==> src/rtl/kronos_types.sv <==
// rtl/kronos_types.sv - shared access-size encodings and lane helpers for write-back
package kronos_types;

  typedef enum logic [1:0] {
    BYTE = 2'b00,
    HALF = 2'b01,
    WORD = 2'b10
  } mask_e;

  // Misaligned half/word accesses simply truncate the low address bits.
  function automatic logic [3:0] lane_mask(input logic [1:0] size, input logic [1:0] addr);
    case (size)
      BYTE:    lane_mask = 4'b0001 << addr;
      HALF:    lane_mask = 4'b0011 << {addr[1], 1'b0};
      default: lane_mask = 4'b1111;
    endcase
  endfunction

  function automatic logic [31:0] lane_data(input logic [1:0] size, input logic [31:0] data);
    case (size)
      BYTE:    lane_data = {4{data[7:0]}};
      HALF:    lane_data = {2{data[15:0]}};
      default: lane_data = data;
    endcase
  endfunction

endpackage

==> src/rtl/kronos_wb_align.sv <==
// rtl/kronos_wb_align.sv - load lane extraction and sign/zero extension
module kronos_wb_align
  import kronos_types::*;
(
  input  logic [31:0] rd_data,
  input  logic [1:0]  addr,
  input  logic [1:0]  mask,
  input  logic        sign,
  output logic [31:0] data
);

  logic [7:0]  byte_lane;
  logic [15:0] half_lane;

  always_comb begin
    case (addr)
      2'd0:    byte_lane = rd_data[7:0];
      2'd1:    byte_lane = rd_data[15:8];
      2'd2:    byte_lane = rd_data[23:16];
      default: byte_lane = rd_data[31:24];
    endcase
    half_lane = addr[1] ? rd_data[31:16] : rd_data[15:0];

    case (mask)
      BYTE:    data = {{24{sign & byte_lane[7]}}, byte_lane};
      HALF:    data = {{16{sign & half_lane[15]}}, half_lane};
      default: data = rd_data;
    endcase
  end

endmodule

==> src/rtl/kronos_wb.sv <==
// rtl/kronos_wb.sv - write-back stage: register retire and single-outstanding data bus access
module kronos_wb
  import kronos_types::*;
(
  input  logic        clk,
  input  logic        rstz,
  input  logic        execute_vld,
  output logic        execute_rdy,
  input  logic [31:0] result,
  input  logic [31:0] store_data,
  input  logic [4:0]  rd,
  input  logic        rd_write,
  input  logic        load,
  input  logic        store,
  input  logic [1:0]  mask,
  input  logic        sign,
  output logic [31:0] data_addr,
  output logic [31:0] data_wr_data,
  output logic [3:0]  data_mask,
  output logic        data_wr_en,
  output logic        data_req,
  input  logic        data_ack,
  input  logic [31:0] data_rd_data,
  output logic [31:0] regwr_data,
  output logic [4:0]  regwr_sel,
  output logic        regwr_en
);

  typedef enum logic {STEADY, MEM} state_e;

  state_e      state;
  logic [4:0]  rd_q;
  logic        rd_write_q;
  logic        load_q;
  logic        sign_q;
  logic [1:0]  mask_q;
  logic [1:0]  addr_lo_q;
  logic [31:0] load_data;

  // Memory ops are accepted on the ack cycle; the execute stage holds them until then.
  assign execute_rdy = rstz & ((state == STEADY) ? (execute_vld & ~(load | store)) : data_ack);

  kronos_wb_align u_align (
    .rd_data (data_rd_data),
    .addr    (addr_lo_q),
    .mask    (mask_q),
    .sign    (sign_q),
    .data    (load_data)
  );

  always_ff @(posedge clk or negedge rstz) begin
    if (!rstz) begin
      state        <= STEADY;
      data_addr    <= '0;
      data_wr_data <= '0;
      data_mask    <= '0;
      data_wr_en   <= 1'b0;
      data_req     <= 1'b0;
      regwr_data   <= '0;
      regwr_sel    <= '0;
      regwr_en     <= 1'b0;
      rd_q         <= '0;
      rd_write_q   <= 1'b0;
      load_q       <= 1'b0;
      sign_q       <= 1'b0;
      mask_q       <= '0;
      addr_lo_q    <= '0;
    end else begin
      regwr_en <= 1'b0;
      case (state)
        STEADY: begin
          if (execute_vld) begin
            if (!load && !store) begin
              regwr_en   <= rd_write;
              regwr_sel  <= rd;
              regwr_data <= result;
            end else begin
              state        <= MEM;
              data_req     <= 1'b1;
              data_addr    <= {result[31:2], 2'b00};
              data_wr_en   <= store;
              data_mask    <= lane_mask(mask, result[1:0]);
              data_wr_data <= lane_data(mask, store_data);
              rd_q         <= rd;
              rd_write_q   <= rd_write;
              load_q       <= load;
              sign_q       <= sign;
              mask_q       <= mask;
              addr_lo_q    <= result[1:0];
            end
          end
        end
        MEM: begin
          if (data_ack) begin
            state    <= STEADY;
            data_req <= 1'b0;
            if (load_q) begin
              regwr_en   <= rd_write_q;
              regwr_sel  <= rd_q;
              regwr_data <= load_data;
            end
          end
        end
        default: state <= STEADY;
      endcase
    end
  end

endmodule
==> config.mk <==
export PLATFORM = sky130hd
export DESIGN_NAME = kronos_wb
export DESIGN_NICKNAME = d
export VERILOG_FILES = /design/src/rtl/kronos_types.sv /design/src/rtl/kronos_wb_align.sv /design/src/rtl/kronos_wb.sv
export SDC_FILE = /design/constraint.sdc
export NUM_CORES = 1
export LEC_CHECK = 0
export BUFFER_PORTS_ARGS = -buffer_cell sky130_fd_sc_hd__buf_4
export CAP_MARGIN = 20
export CORE_MARGIN = 5
export CORE_UTILIZATION = 49
export CTS_BUF_LIST = sky130_fd_sc_hd__clkbuf_16
export DETAILED_ROUTE_END_ITERATION = 8
export PLACE_DENSITY = 0.8
export SLEW_MARGIN = 20
export SYNTH_ARGS = -nofsm -noshare
export SYNTH_HDL_FRONTEND = slang
export SYNTH_SLANG_ARGS = --single-unit
==> constraint.sdc <==
create_clock -name clk -period 2.2 [get_ports clk]
set_input_delay 0 -clock clk [delete_from_list [all_inputs] [get_ports clk]]
set_output_delay 0 -clock clk [all_outputs]
set_load 0.02 [all_outputs]
Word level (Yosys, flattened, before mapping)
Cells that the tools add are included.
- register bits: 119
- latch bits: 0
- bits in writable memories: 0
- ROM bits: 0
- output and inout bits: 109
- word-level logic and storage cells: 72
- memories: 0
- add/subtract/negate cells: 0
- $mul: 0
- div/mod/pow operators: 0
- magnitude comparators: 0
- equal/unequal tests: 9
- shift-type cells: 2
- multiplexer cells: 29
- bitwise logic cells: 8
- reduce and logical (&&, ||, !) cells: 9
- operator list (operator ; count):
    case mux 32 bit (2 select lines) ; 3
    two-way mux 32 bit ; 4
    case mux 8 bit (3 select lines) ; 1
    two-way mux 5 bit ; 4
    two-way mux 16 bit ; 1
    two-way mux 1 bit ; 11
    case mux 5 bit (2 select lines) ; 1
    case mux 4 bit (2 select lines) ; 1
    equality test 2 x 1 -> 1 bit (second input constant) ; 3
    logical NOT 2 bit ; 3
    != test 2 bit (second input constant) ; 3
    case mux 1 bit (2 select lines) ; 3
    AND reduction 3 bit ; 2
    AND 1 bit ; 4
    != test 2 x 1 -> 1 bit (second input constant) ; 2
    AND reduction 4 bit ; 1
    << shifter 1 x 2 -> 4 bit (first input constant) ; 1
    << shifter 2 x 2 -> 4 bit (first input constant) ; 1
    inverter 1 bit ; 3
    equality test 2 bit (second input constant) ; 1
    logical NOT 1 bit ; 2
    logical AND 1 bit ; 1
    bitwise OR 1 bit ; 1

Depth between registers and ports, before layout
Gate-level depths: netlist of the first run.
- depth in word-level cells: 7
- mapped depth: 7
- depth with buffers taken out: 4

Cells and area by module
Synthesis of the first run repeated with hierarchy kept, for this count alone.
- cell total of the unflattened synthesis: 502
- area total of the unflattened synthesis: 6084.6 um^2
- modules (own cells, without submodules) (module ; times used ; cells each ; area each (um^2) ; seq. area each (um^2)):
    kronos_wb ; 1 ; 387 ; 5208.7 ; 2977.9
    kronos_wb_align ; 1 ; 115 ; 875.8 ; 0.0

Worst setup path after synthesis of the first run
No wires, ideal clock.
- path kind: flip-flop to output port
- start: reg state
- end: out execute_rdy
- arrival time: 1.906 ns
- path slack: 0.294 ns
- cell stages (with the launch flop): 6
- path buffers: 3
- cell sequence: dfrtp_1 buf_2 or4b_4 buf_2 buf_2 a21boi_0
- word-level cells in the longest chain between the ends: 2
- ends and longest elaborated chain (what ; RTL line ; source):
    from (decl) ; kronos_wb.sv:31 ; state_e state;
    from (signal assigned) ; kronos_wb.sv:53 ; state <= STEADY;
    from (signal assigned) ; kronos_wb.sv:78 ; state <= MEM;
    from (signal assigned) ; kronos_wb.sv:95 ; state <= STEADY;
    two-way mux 1 bit ; kronos_wb.sv:41 ; assign execute_rdy = rstz & ((state == STEADY) ? (execute_vld & ~(load | store)) : data_ack);
    AND 1 bit ; kronos_wb.sv:41 ;
    to (decl) ; kronos_wb.sv:8 ; output logic execute_rdy,
Every way passes these cells.

Worst setup path in the final report of the first run
Same ends and word-level chain as after synthesis.

==> run summary, run 1 <==
STATUS
---------------------------------------------------------------------------------
Status                                                               complete, no violations

CTS
---------------------------------------------------------------------------------
H-tree depth                                                                    4
Post-CTS setup buffer count                                                     0
Clock tree from TritonCTS                                                   built
Clock sinks                                                                   119
Hold-fix buffer count after cts                                               102
Cts bufs inserted                                                              17
Register clock-pin slew on the reported worst setup and hold paths        0.05 ns
Post_cts resized                                                                0
Clock network latency to the later pin of the worst-skew pair             0.42 ns
Clock Path Buffers                                                              2
Clock root buffer                                                    sky130_fd_sc_hd__clkbuf_16

DIE
---------------------------------------------------------------------------------
Chip Width                                                                 118 µm
Site row count                                                                 39
Floorplan Core Area                                                    11,400 µm²
Initial Utilization                                                         49.9%
Height of the chip                                                         118 µm
Ports placed on the boundary                                                  220
Total Die Area                                                         13,800 µm²

SETUP PATH
---------------------------------------------------------------------------------
Levels on crit path                                                             3
Slack of the worst reg-to-reg path                                        0.18 ns
Signal arrival time at the worst endpoint                                 2.02 ns
R2r endpoint                                                         regwr_data[11]
Startpoint Class                                                        flip-flop
Delay of the slowest cell on the worst path                               0.70 ns
Critical Path RT                                                          2.20 ns
Endpoint class of the critical path                                   output port
Worst path cell trace                                                or4b_4, a21boi_0, buf_4
Crit path max-delay cell type                                        sky130_fd_sc_hd__or4b_4
Path depth of the worst reg2reg path                                            4
CP bufs+invs                                                                    1
Launch point of the critical path                                           state
Worst Setup EP                                                        execute_rdy
Crit Reg-Reg Startpoint                                                     state
Critical path's top delay family                                     simple AND/OR/NAND/NOR gates
Critical path start-end classification                                 reg -> out
Max FO, Critical Path                                                          20

ROUTE
---------------------------------------------------------------------------------
Sum of met2 wire segment lengths after detailed routing                 10,300 µm
M1 WL                                                                     7600 µm
Number of nets with antenna violations after detailed routing                   0
Mean number of vias per cell                                                 5.66
Final routed DRC violation total                                                0
DR WL met3                                                                1780 µm
Highest routed metal layer                                                   met4
Initial DRC Count                                                             551
Total routed wirelength                                                 20,500 µm
Routed wire per std cell                                                  20.7 µm
DRT Pass-1 Iters                                                                5
Via total after detailed routing                                            5,593

YOSYS
---------------------------------------------------------------------------------
Number of synthesized register bits                                           119
Most frequently used flop master after synthesis                     sky130_fd_sc_hd__dfrtp_1
Cell area after technology mapping                                       5680 µm²
Number of flops mapped to enable cells by yosys                                 0
Cell type with the highest aggregate area in the netlist             sky130_fd_sc_hd__dfrtp_1
Sequential share of the synthesized area                                    52.5%
Area share of the largest cell type after synthesis                         52.5%
Synth async-reset ratio                                                      100%
Count of different cell masters after synthesis                                43
Synth area leaders                                                   sky130_fd_sc_hd__dfrtp_1 (52%), sky130_fd_sc_hd__mux2_2 (11%), sky130_fd_sc_hd__mux2i_1 (5.1%)
Mean area per synthesized cell                                           10.9 µm²
Count of warnings emitted by yosys                                              0
Number of standard cells after synthesis                                      522

STA
---------------------------------------------------------------------------------
Slew @ Worst Pin                                                         0.869 ns
Final count of pins violating max slew                                          0
Final critical delay including setup and external delays                  2.02 ns
Share of the clock period used by the worst path after layout               91.9%
Total negative slack for setup checks                                        0 ns
Max Freq                                                                  495 MHz
RSZ-0062 raised after global routing                                           no
Clock Skews                                                             0.0164 ns
Worst slew margin relative to its limit                                     41.9%
Count of endpoints failing hold in the final timing report                      0
# setup viols final                                                             0

GLOBAL ROUTING
---------------------------------------------------------------------------------
Wire length of the first global-routing pass                            33,300 µm
Global-route total usage across every layer                                 30.3%
Maximum number of pins on one net before global-route repair                  120
Initial antenna violation count                                                 0
Via count of the first global-routing pass                                  6,081
Total overflow reported by the global router                                    0

PLACED DESIGN
---------------------------------------------------------------------------------
Final weighted congestion in routability-driven placement                   0.879
Total placed instance area                                               7440 µm²
Final HPWL DP                                                           13,000 µm
Cell total after placement                                                    857
Count of port buffers added during placement                                  217

LAYOUT
---------------------------------------------------------------------------------
Commonest cells after routing, fill and taps aside                   sky130_fd_sc_hd__buf_4 (225), sky130_fd_sc_hd__dfrtp_1 (118), sky130_fd_sc_hd__dlygate4sd3_1 (102), sky130_fd_sc_hd__nand2_1 (64), sky130_fd_sc_hd__mux2_2 (54)
Layout cells sized above 1                                                  38.2%
Number of nets in the finished design                                         946
Most common cell after layout, fill and taps aside                   sky130_fd_sc_hd__buf_4
Antenna cell count                                                              0
Filler Cell Count                                                             674
Area grow syn2layout                                                        57.5%
Area of all placed cells without fillers                                 8940 µm²
Final instance count without filler cells                                     989

FLOW RUN
---------------------------------------------------------------------------------
Number of max-cap violations                                                    0

POWER AND IR DROP
---------------------------------------------------------------------------------
Switching power of the nets                                               3.39 mW
Switching fraction of total power                                           36.5%
Maximum ir drop on the vdd rail                                        0.000816 V
Leakage power                                                             4.12 nW
Internal power component                                                  5.90 mW
Register share of total power                                               35.5%
Pwr/cell area                                                         1040 nW/µm²
Comb pwr share                                                              39.8%
Clock Power Share                                                           24.7%

HOLD PATH
---------------------------------------------------------------------------------
Path type of the worst min-delay path                                   in -> reg

## how the worst min path moves through the flow
stage	start	end	slack, ns	cells after the start
after CTS	data_rd_data[15]	regwr_data[15]	0.02	3
after global placement	rstz	data_addr[29]	0.18	2
final	data_rd_data[15]	regwr_data[15]	0.04	3
after detailed placement	rstz	regwr_data[23]	0.19	2
after floorplan	rstz	addr_lo_q[0]	-0.30	0
after global routing	execute_vld	load_q	0.06	4
## flip-flops by register name, indices dropped and copies added, names as in the netlist
register / flops
load_q: 1
rd_q: 5
state: 1
mask_q: 2
data_mask: 4
regwr_sel: 5
regwr_data: 32
data_req: 1
sign_q: 1
data_addr: 30
addr_lo_q: 2
rd_write_q: 1
data_wr_data: 32
data_wr_en: 1
regwr_en: 1
## layer usage
layer	up-vias	track usage (%)
met3	71	11.1
met4	0	13.3
met1	2686	34.6
met2	326	50.8
li1	2510	-
met5	-	0
## final cells by class
type                       instances  area, µm²  share of cell area, %
clock buffer                      17        425                   4.76
clock inverter                    13       53.8                  0.602
inverter                           5       18.8                  0.210
multi-input combinational        362       2510                   28.1
sequential                       119       2980                   33.3
tap                              143        179                   2.00
timing repair buffer             330       2770                   31.0
## power by group through the flow
| stage | combinational [mW] | sequential (mW) | clock [mW] |
|---|---|---|---|
| final | 3.69 | 3.30 | 2.30 |
| after global routing | 3.94 | 3.37 | 2.43 |
| after CTS | 3.66 | 3.27 | 2.32 |
| after detailed placement | 3.50 | 3.29 | 0 |
| after global placement | 3.41 | 3.27 | 0 |
| after floorplan | 1.17 | 3.98 | 0 |
## stage by stage
step	power (mW)	setup WS (ns)	util (%)	hold WS, ns
after floorplan	5.15	0.294	-	-0.296
after global placement	6.68	0.332	65.4	0.181
after detailed placement	6.79	0.251	65.4	0.193
after CTS	9.26	0.162	78.6	0.0249
after global routing	9.75	0.0658	78.6	0.0594
final	9.29	0.178	78.6	0.0367
## worst reg2reg max path, stage by stage (launching register included)
cell and delay, ns:
sky130_fd_sc_hd__dfrtp_2 0.44, sky130_fd_sc_hd__or4b_4 0.70, sky130_fd_sc_hd__nand2_4 0.38, sky130_fd_sc_hd__nor2_1 0.11, sky130_fd_sc_hd__a221oi_1 0.27
## cell usage after synthesis, types with 2 or more instances
cell / count
sky130_fd_sc_hd__a211oi_1: 9
sky130_fd_sc_hd__a211oi_2: 10
sky130_fd_sc_hd__a21boi_0: 2
sky130_fd_sc_hd__a21oi_1: 21
sky130_fd_sc_hd__a221oi_1: 6
sky130_fd_sc_hd__a22o_1: 2
sky130_fd_sc_hd__a22oi_1: 7
sky130_fd_sc_hd__a311o_1: 6
sky130_fd_sc_hd__a31oi_1: 2
sky130_fd_sc_hd__buf_2: 12
sky130_fd_sc_hd__buf_4: 5
sky130_fd_sc_hd__clkbuf_1: 18
sky130_fd_sc_hd__dfrtp_1: 119
sky130_fd_sc_hd__inv_1: 4
sky130_fd_sc_hd__mux2_2: 54
sky130_fd_sc_hd__mux2i_1: 29
sky130_fd_sc_hd__mux4_2: 2
sky130_fd_sc_hd__nand2_1: 64
sky130_fd_sc_hd__nand2b_1: 3
sky130_fd_sc_hd__nand3_1: 3
sky130_fd_sc_hd__nor2_1: 46
sky130_fd_sc_hd__nor2b_1: 5
sky130_fd_sc_hd__nor3_1: 19
sky130_fd_sc_hd__o2111ai_1: 6
sky130_fd_sc_hd__o21ai_0: 39
sky130_fd_sc_hd__o22ai_1: 6
sky130_fd_sc_hd__or2_1: 2
sky130_fd_sc_hd__or3_1: 6
## kinds of logic (layout without fill, tap and decap cells)
kind of cell,count (synthesis),in the layout,share of synthesized area (%)
other,1,2,0.0661
multiplexers,85,85,16.6
AO/OA/AOI/OAI,123,123,15.5
AND/OR/NAND/NOR,152,152,11.8
flip-flops,119,119,52.5
buffers and inverters,42,365,3.57
Note: power is estimated with default switching activity, not from simulation.
==> run 2: changes to the inputs <==
CORE_UTILIZATION = 37   (was 49)
PLACE_DENSITY = default   (was 0.8)
==> run summary, run 2 (synthesis results as in run 1) <==
STATUS
---------------------------------------------------------------------------------
Status                                                               complete, no violations

PLACED DESIGN
---------------------------------------------------------------------------------
Count of port buffers added during placement                                  217   unchanged
Setup slack after placement                                              0.127 ns   -0.125 ns
Final weighted congestion in routability-driven placement                   0.828   -5.8%
Final HPWL DP                                                           13,700 µm   +5.5%
Cell total after placement                                                    904   +5.5%

SETUP PATH
---------------------------------------------------------------------------------
Endpoint class of the critical path                                   output port
Max FO, Critical Path                                                          19   -5.0%
Crit Reg-Reg Startpoint                                              addr_lo_q[1]
Critical Path RT                                                          2.20 ns   about the same
R2r endpoint                                                         regwr_data[9]
Launch point of the critical path                                           state
Critical path start-end classification                                 reg -> out
Startpoint Class                                                        flip-flop
Slack of the worst reg-to-reg path                                        0.27 ns   +0.09 ns
Worst Setup EP                                                        execute_rdy
Signal arrival time at the worst endpoint                                 2.06 ns   +0.04 ns
Path depth of the worst reg2reg path                                            3   -1

STA
---------------------------------------------------------------------------------
Crit path setup slack, layout                                            0.140 ns   -0.0382 ns
# setup viols final                                                             0   unchanged
Final critical delay including setup and external delays                  2.06 ns   +0.0382 ns
Total negative slack for setup checks                                        0 ns   unchanged
Worst slew margin relative to its limit                                     42.7%   +0.84 points
Share of the clock period used by the worst path after layout               93.6%   +1.7 points
Final count of pins violating max slew                                          0   unchanged
Clock Skews                                                            0.00979 ns   -0.00666 ns
Count of endpoints failing hold in the final timing report                      0   unchanged
RSZ-0062 raised after global routing                                           no
Slew @ Worst Pin                                                         0.856 ns   -0.0126 ns
Max Freq                                                                  485 MHz   -1.9%

LAYOUT
---------------------------------------------------------------------------------
Register cell area after layout                                          2980 µm²   unchanged
Filler Cell Count                                                           1,206   +79%
Core Util, Final                                                            60.1%   -18 points
Number of nets in the finished design                                         950   +0.42%
Commonest cells after routing, fill and taps aside                   sky130_fd_sc_hd__buf_4 (227), sky130_fd_sc_hd__dfrtp_1 (118), sky130_fd_sc_hd__dlygate4sd3_1 (104), sky130_fd_sc_hd__nand2_1 (64), sky130_fd_sc_hd__mux2_2 (54)
Most common cell after layout, fill and taps aside                   sky130_fd_sc_hd__buf_4
Antenna cell count                                                              0   unchanged
Layout cells sized above 1                                                  39.0%   +0.83 points
Multi-input combinational cell area                                      2520 µm²   +0.55%
Registers with the most flip-flops                                   data_wr_data x32, regwr_data x32, data_addr x30
Final instance count without filler cells                                   1,039   +5.1%
Area grow syn2layout                                                        60.4%

DIE
---------------------------------------------------------------------------------
Chip Width                                                                 134 µm   +14%
Floorplan Core Area                                                    15,100 µm²   +33%
Site row count                                                                 45   +15%
Total Die Area                                                         17,900 µm²   +30%
Height of the chip                                                         134 µm   +14%
Initial Utilization                                                         37.5%   -12 points
Ports placed on the boundary                                                  220   unchanged

ROUTE
---------------------------------------------------------------------------------
Number of nets with antenna violations after detailed routing                   0   unchanged
DRT Pass-1 Iters                                                                4   -1
Mean number of vias per cell                                                 5.12   -9.5%
Routed wire per std cell                                                  18.9 µm   -8.5%
Total routed wirelength                                                 19,700 µm   -3.9%
Final routed DRC violation total                                                0   unchanged
Initial DRC Count                                                             289   -48%
Via total after detailed routing                                            5,318   -4.9%

GLOBAL ROUTING
---------------------------------------------------------------------------------
Via count of the first global-routing pass                                  5,669   -6.8%
Initial antenna violation count                                                 0   unchanged
Total overflow reported by the global router                                    0   unchanged
Global-route total usage across every layer                                 21.9%   -8.4 points
Maximum number of pins on one net before global-route repair                  109   -9.2%
Wire length of the first global-routing pass                            30,600 µm   -8.1%

POWER AND IR DROP
---------------------------------------------------------------------------------
Maximum ir drop on the vdd rail                                        0.000513 V   -37%
Pwr/cell area                                                         1050 nW/µm²   +0.81%
Leakage power                                                             4.16 nW   +1.0%

CTS
---------------------------------------------------------------------------------
Clock tree from TritonCTS                                                   built
Clock root buffer                                                    sky130_fd_sc_hd__clkbuf_16
Clock Path Buffers                                                              2   unchanged
Cts bufs inserted                                                              17   unchanged
Register clock-pin slew on the reported worst setup and hold paths        0.05 ns   about the same
Clock sinks                                                                   119   unchanged
Clock network latency to the later pin of the worst-skew pair             0.41 ns   about the same
H-tree depth                                                                    4   unchanged

FLOW RUN
---------------------------------------------------------------------------------
Number of max-cap violations                                                    0   unchanged

HOLD PATH
---------------------------------------------------------------------------------
Path type of the worst min-delay path                                   in -> reg

run 2: cell types whose count changed in the layout (fill, tap and decap cells not counted), moves of 2 or more:
cell                            before  now
sky130_fd_sc_hd__bufinv_16           0    2
sky130_fd_sc_hd__inv_1               8    5
sky130_fd_sc_hd__clkinv_1            6    4
sky130_fd_sc_hd__buf_4             225  227
sky130_fd_sc_hd__clkinv_2            4    7
sky130_fd_sc_hd__dlygate4sd3_1     102  104
run 2: timing repair:
action                                  CTS  global route
hold endpoints to repair                234             0
buffers inserted                          0             0
endpoints found under the setup margin    0             7
hold buffers                            104             0
resized for setup                         0             3
run 2: power by group:
part	switching [mW]	leakage (nW)	total, mW	internal, mW
sequential	0.418	1.40	3.28	2.86
combinational	1.99	2.49	3.67	1.68
clock	0.972	0.275	2.60	1.62
run 2: worst min-delay path by stage:
stage,slack [ns],startpoint,endpoint,cells after the start
after floorplan,-0.30,rstz,addr_lo_q[0],0
after global placement,-0.14,rstz,regwr_data[24],1
after detailed placement,-0.14,rstz,data_addr[24],1
after CTS,0.03,data_rd_data[15],regwr_data[15],3
after global routing,0.07,data_rd_data[15],regwr_data[15],3
final,0.05,data_rd_data[15],regwr_data[15],3
run 2: critical path, cell delays in order (launching register included):
cell                       delay (ns)
sky130_fd_sc_hd__dfrtp_2         0.44
sky130_fd_sc_hd__or4b_4          0.60
sky130_fd_sc_hd__buf_4           0.23
sky130_fd_sc_hd__a21boi_1        0.20
sky130_fd_sc_hd__buf_4           0.17
run 2: area by class of cell:
| class | instances | share of cell area [%] |
|---|---|---|
| flip-flops and latches | 119 | 32.7 |
| clock buffers | 17 | 4.67 |
| inverters | 5 | 0.206 |
| repair buffers | 334 | 30.8 |
| multi-input cells | 362 | 27.7 |
| clock inverters | 14 | 1.29 |
| well taps | 188 | 2.58 |
run 2: routing by layer:
metal	vias to the layer above	global-route usage (%)	part of all wire, %
met5	-	0	0
met4	0	7.43	2.2
met3	33	7.13	8.6
met2	252	37.3	50
met1	2516	26.1	39
li1	2517	-	-
run 2: through the flow:
| stage | hold WS (ns) | total power, mW | area (µm²) |
|---|---|---|---|
| floorplan | -0.296 | 5.15 | 5680 |
| global placement | -0.144 | 6.74 | 7510 |
| detailed placement | -0.140 | 6.82 | 7510 |
| CTS | 0.0307 | 9.61 | 9090 |
| global route | 0.0706 | 10.0 | 9100 |
| finish | 0.0470 | 9.54 | 9100 |
==> run 3: changes to the inputs <==
ABC_AREA = 1   (was default)
==> run summary, run 3 <==
STATUS
---------------------------------------------------------------------------------
Status                                                               complete, no violations

LAYOUT
---------------------------------------------------------------------------------
Number of nets in the finished design                                       1,187   +25%
Antenna cell count                                                              0   unchanged
Most common cell after layout, fill and taps aside                   sky130_fd_sc_hd__nand2_1
Registers with the most flip-flops                                   data_wr_data x32, regwr_data x32, data_addr x30
Area of all placed cells without fillers                                 9360 µm²   +2.8%
Area grow syn2layout                                                        59.6%
Commonest cells after routing, fill and taps aside                   sky130_fd_sc_hd__nand2_1 (244), sky130_fd_sc_hd__buf_4 (230), sky130_fd_sc_hd__dlygate4sd3_1 (121), sky130_fd_sc_hd__dfrtp_1 (119), sky130_fd_sc_hd__a21oi_1 (99)
Layout cells sized above 1                                                  25.5%   -13 points

STA
---------------------------------------------------------------------------------
Share of the clock period used by the worst path after layout               91.9%   -1.7 points
Count of endpoints failing hold in the final timing report                      0   unchanged
Worst slew margin relative to its limit                                     51.0%   +8.3 points
# setup viols final                                                             0   unchanged
Max Freq                                                                  494 MHz   +1.9%
Final count of pins violating max slew                                          0   unchanged
RSZ-0062 raised after global routing                                           no
Slew @ Worst Pin                                                         0.735 ns   -0.121 ns
Final critical delay including setup and external delays                  2.02 ns   -0.0374 ns
Total negative slack for setup checks                                        0 ns   unchanged
Clock Skews                                                            0.00834 ns   -0.00145 ns

SETUP PATH
---------------------------------------------------------------------------------
Signal arrival time at the worst endpoint                                 2.37 ns   +0.31 ns
Crit path max-delay cell type                                        sky130_fd_sc_hd__dlygate4sd3_1
Delay of the slowest cell on the worst path                               0.58 ns   -0.02 ns
Max FO, Critical Path                                                          91   +72
Startpoint Class                                                        flip-flop
Worst path cell trace                                                inv_4, nand2_2, nor2_4, inv_6, a21oi_1, a31oi_1, dlygate4sd3_1
Critical Path RT                                                          2.54 ns   +0.34 ns
Critical path start-end classification                                 reg -> reg
Critical path's top delay family                                     buffers and inverters
Endpoint class of the critical path                                     flip-flop
CP bufs+invs                                                                    3   +1

HOLD PATH
---------------------------------------------------------------------------------
Path type of the worst min-delay path                                 in -> async

POWER AND IR DROP
---------------------------------------------------------------------------------
Maximum ir drop on the vdd rail                                        0.000678 V   +32%
Total Power Consumption                                                   9.77 mW   +2.4%
Pwr/cell area                                                         1040 nW/µm²   -0.38%
Leakage power                                                             4.71 nW   +13%

ROUTE
---------------------------------------------------------------------------------
DR WL met3                                                                1380 µm   -18%
Initial DRC Count                                                             399   +38%
Highest routed metal layer                                                   met4
Final routed DRC violation total                                                0   unchanged
DRT Pass-1 Iters                                                                5   +1
Sum of met2 wire segment lengths after detailed routing                   9570 µm   -2.6%
M1 WL                                                                     8480 µm   +10%
Via total after detailed routing                                            6,133   +15%
Number of nets with antenna violations after detailed routing                   0   unchanged
Total routed wirelength                                                 20,100 µm   +2.2%
Mean number of vias per cell                                                 4.70   -8.2%
Routed wire per std cell                                                  15.4 µm   -19%

GLOBAL ROUTING
---------------------------------------------------------------------------------
Total overflow reported by the global router                                    0   unchanged
Maximum number of pins on one net before global-route repair                   92   -16%
Via count of the first global-routing pass                                  6,180   +9.0%
Wire length of the first global-routing pass                            32,300 µm   +5.4%
Initial antenna violation count                                                 0   unchanged
Global-route total usage across every layer                                 22.1%   +0.19 points

YOSYS
---------------------------------------------------------------------------------
Number of standard cells after synthesis                                      753   +44%
Most frequently used cell type in the post-synthesis netlist         sky130_fd_sc_hd__nand2_1
Most frequently used flop master after synthesis                     sky130_fd_sc_hd__dfrtp_1
Cell area after technology mapping                                       5860 µm²   +3.3%
Sequential share of the synthesized area                                    50.8%   -1.7 points
Synth area leaders                                                   sky130_fd_sc_hd__dfrtp_1 (51%), sky130_fd_sc_hd__nand2_1 (16%), sky130_fd_sc_hd__a21oi_1 (8.4%)
Count of warnings emitted by yosys                                              0   unchanged
Number of flops mapped to enable cells by yosys                                 0   unchanged
Cell type with the highest aggregate area in the netlist             sky130_fd_sc_hd__dfrtp_1
Number of synthesized register bits                                           119   unchanged
Ranking of synthesized cells by instance count                       sky130_fd_sc_hd__nand2_1 (244), sky130_fd_sc_hd__dfrtp_1 (119), sky130_fd_sc_hd__a21oi_1 (99)
Synth async-reset ratio                                                      100%   unchanged
Mean area per synthesized cell                                           7.79 µm²   -28%
Count of different cell masters after synthesis                                30   -30%
Area share of the largest cell type after synthesis                         50.8%   -1.7 points

DIE
---------------------------------------------------------------------------------
Height of the chip                                                         136 µm   +1.5%
Site row count                                                                 46   +2.2%
Initial Utilization                                                         37.3%   -0.15 points
Total Die Area                                                         18,500 µm²   +3.1%
Chip Width                                                                 136 µm   +1.5%
Ports placed on the boundary                                                  220   unchanged
Floorplan Core Area                                                    15,700 µm²   +3.7%

CTS
---------------------------------------------------------------------------------
H-tree depth                                                                    4   unchanged
Clock root buffer                                                    sky130_fd_sc_hd__clkbuf_16
Clock tree from TritonCTS                                                   built
Clock network latency to the later pin of the worst-skew pair             0.42 ns   about the same
Cts bufs inserted                                                              17   unchanged
Register clock-pin slew on the reported worst setup and hold paths        0.06 ns   about the same
Clock Path Buffers                                                              2   unchanged
Clock sinks                                                                   119   unchanged

PLACED DESIGN
---------------------------------------------------------------------------------
Total placed instance area                                               7580 µm²   +0.98%
Final HPWL DP                                                           13,800 µm   +0.48%
Final weighted congestion in routability-driven placement                   0.839   +1.3%
Count of port buffers added during placement                                  217   unchanged

FLOW RUN
---------------------------------------------------------------------------------
Number of max-cap violations                                                    0   unchanged

run 3: power by group:
part           switching [mW]  leakage (nW)  internal (mW)  total (mW)
clock network            1.01         0.271           1.64        2.65
logic                    2.19          3.00           1.61        3.81
registers               0.442          1.44           2.87        3.31
total                    3.64          4.71           6.13        9.77
run 3: timing repair:
action	CTS	global route
setup endpoints to repair	0	12
buffers inserted	0	0
hold buffers	121	0
hold endpoints to repair	237	0
gates resized for setup	0	1
run 3: worst paths after layout:
path | startpoint | end | slack, ns | cells past startpoint
hold reg to reg | rd_write_q | rd_write_q | 0.47 | 2
min in group clk | data_rd_data[7] | regwr_data[7] | 0.03 | 5
setup / recovery | state | data_wr_data[25] | 0.18 | 7
setup reg to reg | state | data_wr_data[25] | 0.18 | 7
max in group asynchronous | rstz | data_addr[2] | 1.36 | 3
hold / removal | rstz | data_wr_data[20] | 0.02 | 2
run 3: area by class of cell:
class                           instances  area, µm²
Sequential cell                       119       2980
Clock inverter                         15        139
Multi-Input combinational cell        531       2390
Inverter                               56        220
Clock buffer                           17        425
Tap cell                              216        270
Fill cell                            1421       6350
Timing Repair Buffer                  351       2940
run 3: worst register-to-register path: cells and delay by family (launching register included):
family	cells	cell delay (ns)
buffers and inverters	3	1.06
DFF	1	0.40
AOI/OAI and AO/OA	2	0.36
and+or+nand+nor	2	0.16
run 3: kinds of logic after synthesis:
logic type,synth area share (%)
buffers and inverters,8.56
other,0.0639
AOI/OAI and AO/OA,17.2
and+or+nand+nor,23.4
DFF,50.8
run 3: metal layers:
metal / global-route usage [%] / up-vias
met5: 0 / -
met4: 8.51 / 0
met3: 6.37 / 46
met2: 35.5 / 222
met1: 28.3 / 2795
li1: - / 3070
run 3: stage by stage:
| step | util, % | std cells | setup slack (ns) | hold slack (ns) |
|---|---|---|---|---|
| after floorplan | - | 754 | 0.886 | -0.296 |
| after global placement | 48.2 | 1152 | 0.466 | -0.0968 |
| after detailed placement | 48.2 | 1152 | 0.414 | -0.0963 |
| after CTS | 59.5 | 1305 | 0.0310 | 0.00171 |
| after global routing | 59.6 | 1305 | 0.0113 | 0.0377 |
| final | 59.6 | 1305 | 0.177 | 0.0174 |
